$ cat config.mk
export PLATFORM = sky130hd
export DESIGN_NAME = regfile_wr_arbiter_flat
export DESIGN_NICKNAME = d
export VERILOG_FILES = /design/src/rtl/regfile_wr_arbiter_if.sv /design/src/rtl/regfile_wr_arbiter.sv /design/src/flat_wrapper.sv
export SDC_FILE = /design/constraint.sdc
export NUM_CORES = 1
export LEC_CHECK = 0
export CORE_MARGIN = 5
export CORE_UTILIZATION = 30
export DETAILED_ROUTE_END_ITERATION = 6
export MAX_ROUTING_LAYER = met4
export PLACE_DENSITY = 0.77
export SETUP_SLACK_MARGIN = 0.15
export SYNTH_ARGS = -nofsm -noshare
export SYNTH_HDL_FRONTEND = slang
export SYNTH_SLANG_ARGS = --single-unit
$ cat constraint.sdc
create_clock -name clk -period 3.5 [get_ports clk]
set_input_delay 0.875 -clock clk [delete_from_list [all_inputs] [get_ports clk]]
set_output_delay 0.875 -clock clk [all_outputs]
set_load 0.02 [all_outputs]
$ cat src/rtl/regfile_wr_arbiter_if.sv
// Write-port bundle between four register-file requesters and the
// round-robin write arbiter. The master side belongs to the requesters
// and the slave side belongs to the arbiter.
interface regfile_wr_arbiter_if;
    logic         iEna;     // arbiter enable, high = grants allowed
    logic [3:0]   iReq;     // request per requester k, bit k
    logic [19:0]  iAddr;    // requester k address in bits [5k+4:5k]
    logic [127:0] iWdata;   // requester k data in bits [32k+31:32k]
    logic [3:0]   oGnt;     // one-hot grant, high for the WRITE cycle
    logic [31:0]  oWe;      // one-hot register-file write enable
    logic [31:0]  oWdata;   // granted write data
    logic         oValid;   // high during WRITE, even for register 0
    logic         oBusy;    // high while in WRITE

    modport master (
        output iEna, iReq, iAddr, iWdata,
        input  oGnt, oWe, oWdata, oValid, oBusy
    );

    modport slave (
        input  iEna, iReq, iAddr, iWdata,
        output oGnt, oWe, oWdata, oValid, oBusy
    );
endinterface

$ cat src/rtl/regfile_wr_arbiter.sv
// Round-robin write arbiter for a 32-entry register file with four
// requesters. A grant produces a single WRITE cycle followed by at least
// one IDLE cycle. Every output comes straight from a flop; register 0 is
// hard-wired, so a write to it is granted and flagged valid but produces
// no write enable.
module regfile_wr_arbiter (
    input  logic                 clk,
    input  logic                 rst,
    regfile_wr_arbiter_if.slave  bus
);

    typedef enum logic [0:0] {
        ST_IDLE  = 1'b0,
        ST_WRITE = 1'b1
    } state_t;

    state_t       state_q;
    logic [1:0]   ptr_q;
    logic [3:0]   gnt_q;
    logic [31:0]  we_q;
    logic [31:0]  wdata_q;
    logic         valid_q;
    logic         busy_q;

    logic         found_s;
    logic [1:0]   win_s;
    logic [1:0]   idx_s;
    logic [4:0]   win_addr_s;
    logic [31:0]  win_data_s;

    // Decode a register address into a one-hot write enable; register 0
    // is read-only, so its enable is suppressed.
    function automatic logic [31:0] decode_we(input logic [4:0] addr);
        logic [31:0] we;
        if (addr == 5'd0) begin
            we = 32'h0000_0000;
        end else begin
            we = 32'h0000_0001 << addr;
        end
        return we;
    endfunction

    // One-hot encoding of a requester index.
    function automatic logic [3:0] onehot4(input logic [1:0] k);
        return 4'b0001 << k;
    endfunction

    // Round-robin search starting at ptr; the first requester asking wins.
    always_comb begin
        found_s = 1'b0;
        win_s   = 2'd0;
        idx_s   = 2'd0;
        for (int i = 0; i < 4; i++) begin
            idx_s = ptr_q + i[1:0];
            if (!found_s && bus.iReq[idx_s]) begin
                found_s = 1'b1;
                win_s   = idx_s;
            end else begin
                found_s = found_s;
            end
        end
    end

    // Steer the winning requester's address and data slices.
    always_comb begin
        win_addr_s = 5'd0;
        win_data_s = 32'h0000_0000;
        case (win_s)
            2'd0: begin
                win_addr_s = bus.iAddr[4:0];
                win_data_s = bus.iWdata[31:0];
            end
            2'd1: begin
                win_addr_s = bus.iAddr[9:5];
                win_data_s = bus.iWdata[63:32];
            end
            2'd2: begin
                win_addr_s = bus.iAddr[14:10];
                win_data_s = bus.iWdata[95:64];
            end
            2'd3: begin
                win_addr_s = bus.iAddr[19:15];
                win_data_s = bus.iWdata[127:96];
            end
            default: begin
                win_addr_s = 5'd0;
                win_data_s = 32'h0000_0000;
            end
        endcase
    end

    // Two-state grant FSM with registered outputs; requests are only
    // sampled in IDLE, and WRITE always lasts exactly one cycle.
    always_ff @(posedge clk or posedge rst) begin
        if (rst) begin
            state_q <= ST_IDLE;
            ptr_q   <= 2'd0;
            gnt_q   <= 4'b0000;
            we_q    <= 32'h0000_0000;
            wdata_q <= 32'h0000_0000;
            valid_q <= 1'b0;
            busy_q  <= 1'b0;
        end else begin
            case (state_q)
                ST_IDLE: begin
                    if (bus.iEna && found_s) begin
                        state_q <= ST_WRITE;
                        ptr_q   <= win_s + 2'd1;
                        gnt_q   <= onehot4(win_s);
                        we_q    <= decode_we(win_addr_s);
                        wdata_q <= win_data_s;
                        valid_q <= 1'b1;
                        busy_q  <= 1'b1;
                    end else begin
                        state_q <= ST_IDLE;
                        gnt_q   <= 4'b0000;
                        we_q    <= 32'h0000_0000;
                        valid_q <= 1'b0;
                        busy_q  <= 1'b0;
                    end
                end
                ST_WRITE: begin
                    state_q <= ST_IDLE;
                    gnt_q   <= 4'b0000;
                    we_q    <= 32'h0000_0000;
                    valid_q <= 1'b0;
                    busy_q  <= 1'b0;
                end
                default: begin
                    state_q <= ST_IDLE;
                    gnt_q   <= 4'b0000;
                    we_q    <= 32'h0000_0000;
                    valid_q <= 1'b0;
                    busy_q  <= 1'b0;
                end
            endcase
        end
    end

    assign bus.oGnt   = gnt_q;
    assign bus.oWe    = we_q;
    assign bus.oWdata = wdata_q;
    assign bus.oValid = valid_q;
    assign bus.oBusy  = busy_q;

endmodule

$ cat src/flat_wrapper.sv
// flat-port wrapper written by rule: the top's interface ports become plain ports
module regfile_wr_arbiter_flat 
  (clk, rst, bus_iEna, bus_iReq, bus_iAddr, bus_iWdata, bus_oGnt, bus_oWe, bus_oWdata, bus_oValid, bus_oBusy);
  regfile_wr_arbiter_if bus_i ();
  input  logic clk;
  input  logic rst;
  input wire logic [$bits(bus_i.iEna)-1:0] bus_iEna;
  input wire logic [$bits(bus_i.iReq)-1:0] bus_iReq;
  input wire logic [$bits(bus_i.iAddr)-1:0] bus_iAddr;
  input wire logic [$bits(bus_i.iWdata)-1:0] bus_iWdata;
  output wire logic [$bits(bus_i.oGnt)-1:0] bus_oGnt;
  output wire logic [$bits(bus_i.oWe)-1:0] bus_oWe;
  output wire logic [$bits(bus_i.oWdata)-1:0] bus_oWdata;
  output wire logic [$bits(bus_i.oValid)-1:0] bus_oValid;
  output wire logic [$bits(bus_i.oBusy)-1:0] bus_oBusy;
  assign bus_i.iEna = bus_iEna;
  assign bus_i.iReq = bus_iReq;
  assign bus_i.iAddr = bus_iAddr;
  assign bus_i.iWdata = bus_iWdata;
  assign bus_oGnt = bus_i.oGnt;
  assign bus_oWe = bus_i.oWe;
  assign bus_oWdata = bus_i.oWdata;
  assign bus_oValid = bus_i.oValid;
  assign bus_oBusy = bus_i.oBusy;
  regfile_wr_arbiter u_core (.clk(clk), .rst(rst), .bus(bus_i));
endmodule
==> summary.txt <==
Logic synthesis
  – Number of flops mapped to enable cells by yosys: 0
  – Ys Warns: 0
  – #FFs+latches synth: between 70 and 80
  – Synthesized cell area: around 3500 um2
  – Post-Syn Instances: 359
  – Count leader, synth: dfrtp_1
  – Post-synthesis sequential area ratio: 0.512
  – Synth top area cells: dfrtp_1 51%, a222oi_1 9.5%, a21oi_1 5.6%
  – Main combinational cell family by area after synthesis: compound AO/OA/AOI/OAI gates
  – Synth Area in Compound Gates: 0.238
  – Most used DFF post-synth: dfrtp_1
  – Post-synthesis xor/xnor area fraction: 0
  – Post-Synth Simple-Gate Area: 0.167
  – Synth Area in Adders: 0.0180
  – Async SR Flop Fraction: 1.00
  – Distinct cells, synth: 34
  – Avg Cell Area, Syn: just under 10 um2
  – Yosys top cell by area: dfrtp_1
  – Syn Nets: 519
  – Share of the synthesized area in the top cell type: 0.512
  – Mux share of post-synthesis cell area: 0.00721
  – Top post-synthesis cells by count: 71 x dfrtp_1, 46 x nor2_1, 42 x nand2_1, 39 x a21oi_1, 33 x a222oi_1

CTS
  – Sinks on Clock Net: 71
  – Post-cts sizing count: 0
  – CTS root buffer: clkbuf_16
  – Hold Buf Count CTS: 0
  – Worst-Skew Late Latency: 320 ps
  – Clock tree buffer depth: 2
  – Worst-path clk slew: around 60 ps
  – H-tree depth: 3
  – CTS Buf Count: 9
  – CTS tree: built
  – Setup Buffers After CTS: 0

Power
  – Switch Pwr: roughly 1.5 mW
  – Leakage power: 2.57 nW
  – Peak VDD IR: 0.000272 V
  – Int Power: 2.45 mW
  – Sw Share: 0.374
  – PwrDens: about 630 nW/um2
  – Clk network pwr share: 0.247
  – Sequential Power Share: 0.280
  – Gate power share: 0.472

Place
  – GPL Wtd Cong: slightly below 0.9
  – Count of input and output buffers: approximately 220
  – Dpl cell area: ~5900 um2
  – DP HPWL: 10200 um

STA
  – Slew HR: 0.576
  – Final setup violation count: 0
  – Final worst clock skew: 8.63 ps
  – Period utilization: 0.902
  – Min cycle time layout: 3160 ps
  – Unrepaired setup endpoints after global routing: no
  – Final hold violations: 0
  – FMAX: 317 MHz
  – Worst Max-Slew Pin Slew: roughly 630 ps
  – Final Max Tran Viols: 0
  – Final TNS setup: 0 ps

Setup path
  – Crit-path max FO: 16
  – Req. time, crit path: around 3700 ps
  – Slowest CP cell: clkdlybuf4s50_1
  – Worst Setup Path Type: input port to register
  – Data arrival, critical path: 3380 ps
  – Critical path startpoint category: input port
  – Worst path max stage delay: 600 ps
  – Critical-path cell list: clkdlybuf4s50_1 > a21oi_1 > o21a_1 > o22a_1 > inv_1 > ha_2 > a222oi_1 > mux2_4 > or2_1 > buf_12 > nor3_1
  – Crit end category: register

Drt
  – Via count: between 3000 and 4000
  – Drt total wl: 12900 um
  – Routed Antenna Nets: 0
  – First drt pass iteration count: 7
  – WL/cell: 17.9 um
  – Vias/cell: 5.10
  – DRC: 0
  – Initial DRC Count: between 300 and 400

Global route
  – Initial antenna violation count: 0
  – Most used routing layer: met2
  – Met2 GRT Util: 0.313
  – Total grt overflow: 0
  – Largest net degree at the start of global routing: just under 70
  – All-Layer GR Usage: 0.191
  – Grt met3 use: 0.0601
  – Met1 Track Usage GR: 0.230
  – Vias in the first global route: about 4000
  – First-pass GRT wire length: about 21000 um

Outcome
  – Outcome: finished clean

Die
  – Area of the core: around 11000 um2
  – I/O pins: around 230
  – Die height: 118 um
  – Std cell rows: 39
  – Die Wd: around 120 um
  – Die ar.: 13800 um2
  – Starting Density: 0.305

Run
  – Max_cap viols: 0

Final layout
  – Share of post-route cells with drive strength above 1: 0.0861
  – Antenna cells: 0
  – Layout area overhead: 79.4%
  – Final Cell Area: about 6200 um2
  – Nets: roughly 740

Min path
  – Worst min-delay path category: register to register
## cell families after synthesis
logic type	count (synthesis)
and+or+nand+nor	123
AOI/OAI and AO/OA	118
DFF	71
buffers and inverters	39
adders and majority gates	5
muxes	2
other	1
## routing by layer
| metal | vias to the layer above | part of all wire |
|---|---|---|
| li1 | 1745 | - |
| met1 | 1733 | 0.39 |
| met2 | 195 | 0.50 |
| met3 | 17 | 0.093 |
| met4 | 0 | 0.016 |
| met5 | - | 0 |
## cell usage in the layout (no fill, tap or decap), types with 2 or more instances in the layout
cell type,count
inv_2,2
and2_1,4
nor3_2,10
a22o_1,2
bufinv_16,2
a22oi_2,2
clkdlybuf4s50_1,224
a222oi_1,33
inv_1,6
nor2b_1,2
clkinv_2,2
ha_2,3
a21oi_1,39
or2_1,2
clkbuf_16,9
buf_4,8
dfrtp_1,71
nor3_1,10
nand2b_1,3
o21ai_1,10
a21oi_2,2
ha_1,2
nand4b_1,2
o21ai_0,22
a22oi_1,5
nand2_1,42
buf_12,6
nor2_1,46
## metrics by stage
| stage | utilization | hold slack (ps) | cells | setup slack [ps] | power (mW) |
|---|---|---|---|---|---|
| 5_1_grt | 0.548 | 516 | 724 | 200 | 4.16 |
| 4_1_cts | 0.548 | 489 | 724 | 378 | 3.95 |
| 3_3_place_gp | 0.520 | 464 | 709 | 208 | 2.92 |
| 2_1_floorplan | - | 534 | 359 | 765 | 2.13 |
| 6_report | 0.548 | 481 | 724 | 345 | 3.91 |
| 3_5_place_dp | 0.520 | 475 | 709 | 64.0 | 2.97 |
## path summary, 6_finish.rpt
kind	from	to	slack (ps)	cells after the start
worst min-delay path	u_core.bus.oWdata[31]	u_core.bus.oWdata[31]	480	2
worst min register to register	u_core.bus.oWdata[31]	u_core.bus.oWdata[31]	480	2
min in group asynchronous	rst	u_core.bus.oWdata[14]	960	2
max in group asynchronous	rst	u_core.bus.oWdata[2]	1890	3
worst max-delay path	bus_iReq[1]	u_core.bus.oWe[16]	340	11
worst max register to register	u_core.ptr_q[1]	u_core.bus.oWe[16]	960	11
## registers in the layout (all words and copies together) (netlist names)
signal,count
u_core.ptr_q,2
u_core.bus.oWdata,32
u_core.bus.oGnt,4
u_core.bus.oWe,32
u_core.state_q,1
## critical path: cells and delay by family
family / cells / cell delay, ps
and+or+nand+nor: 2 / 470
adders and majority gates: 1 / 240
muxes: 1 / 310
buffers and inverters: 3 / 900
AOI/OAI and AO/OA: 4 / 580
## power groups by stage
stage	clock network, mW	logic, mW	registers, mW
after floorplan	0	0.813	1.32
after global placement	0	1.82	1.10
after detailed placement	0	1.85	1.11
after CTS	0.986	1.86	1.10
after global routing	1.02	2.01	1.12
final	0.968	1.85	1.10
## area by class of cell
type                    count  area [um2]
clock buffers               9         225
multi-input cells         249        1510
flip-flops and latches     71        1780
fillers                  1011        5140
clock inverters             6        86.3
repair buffers            238        2420
well taps                 143         179
inverters                   8        30.0
(Power assumes the default switching activity.)
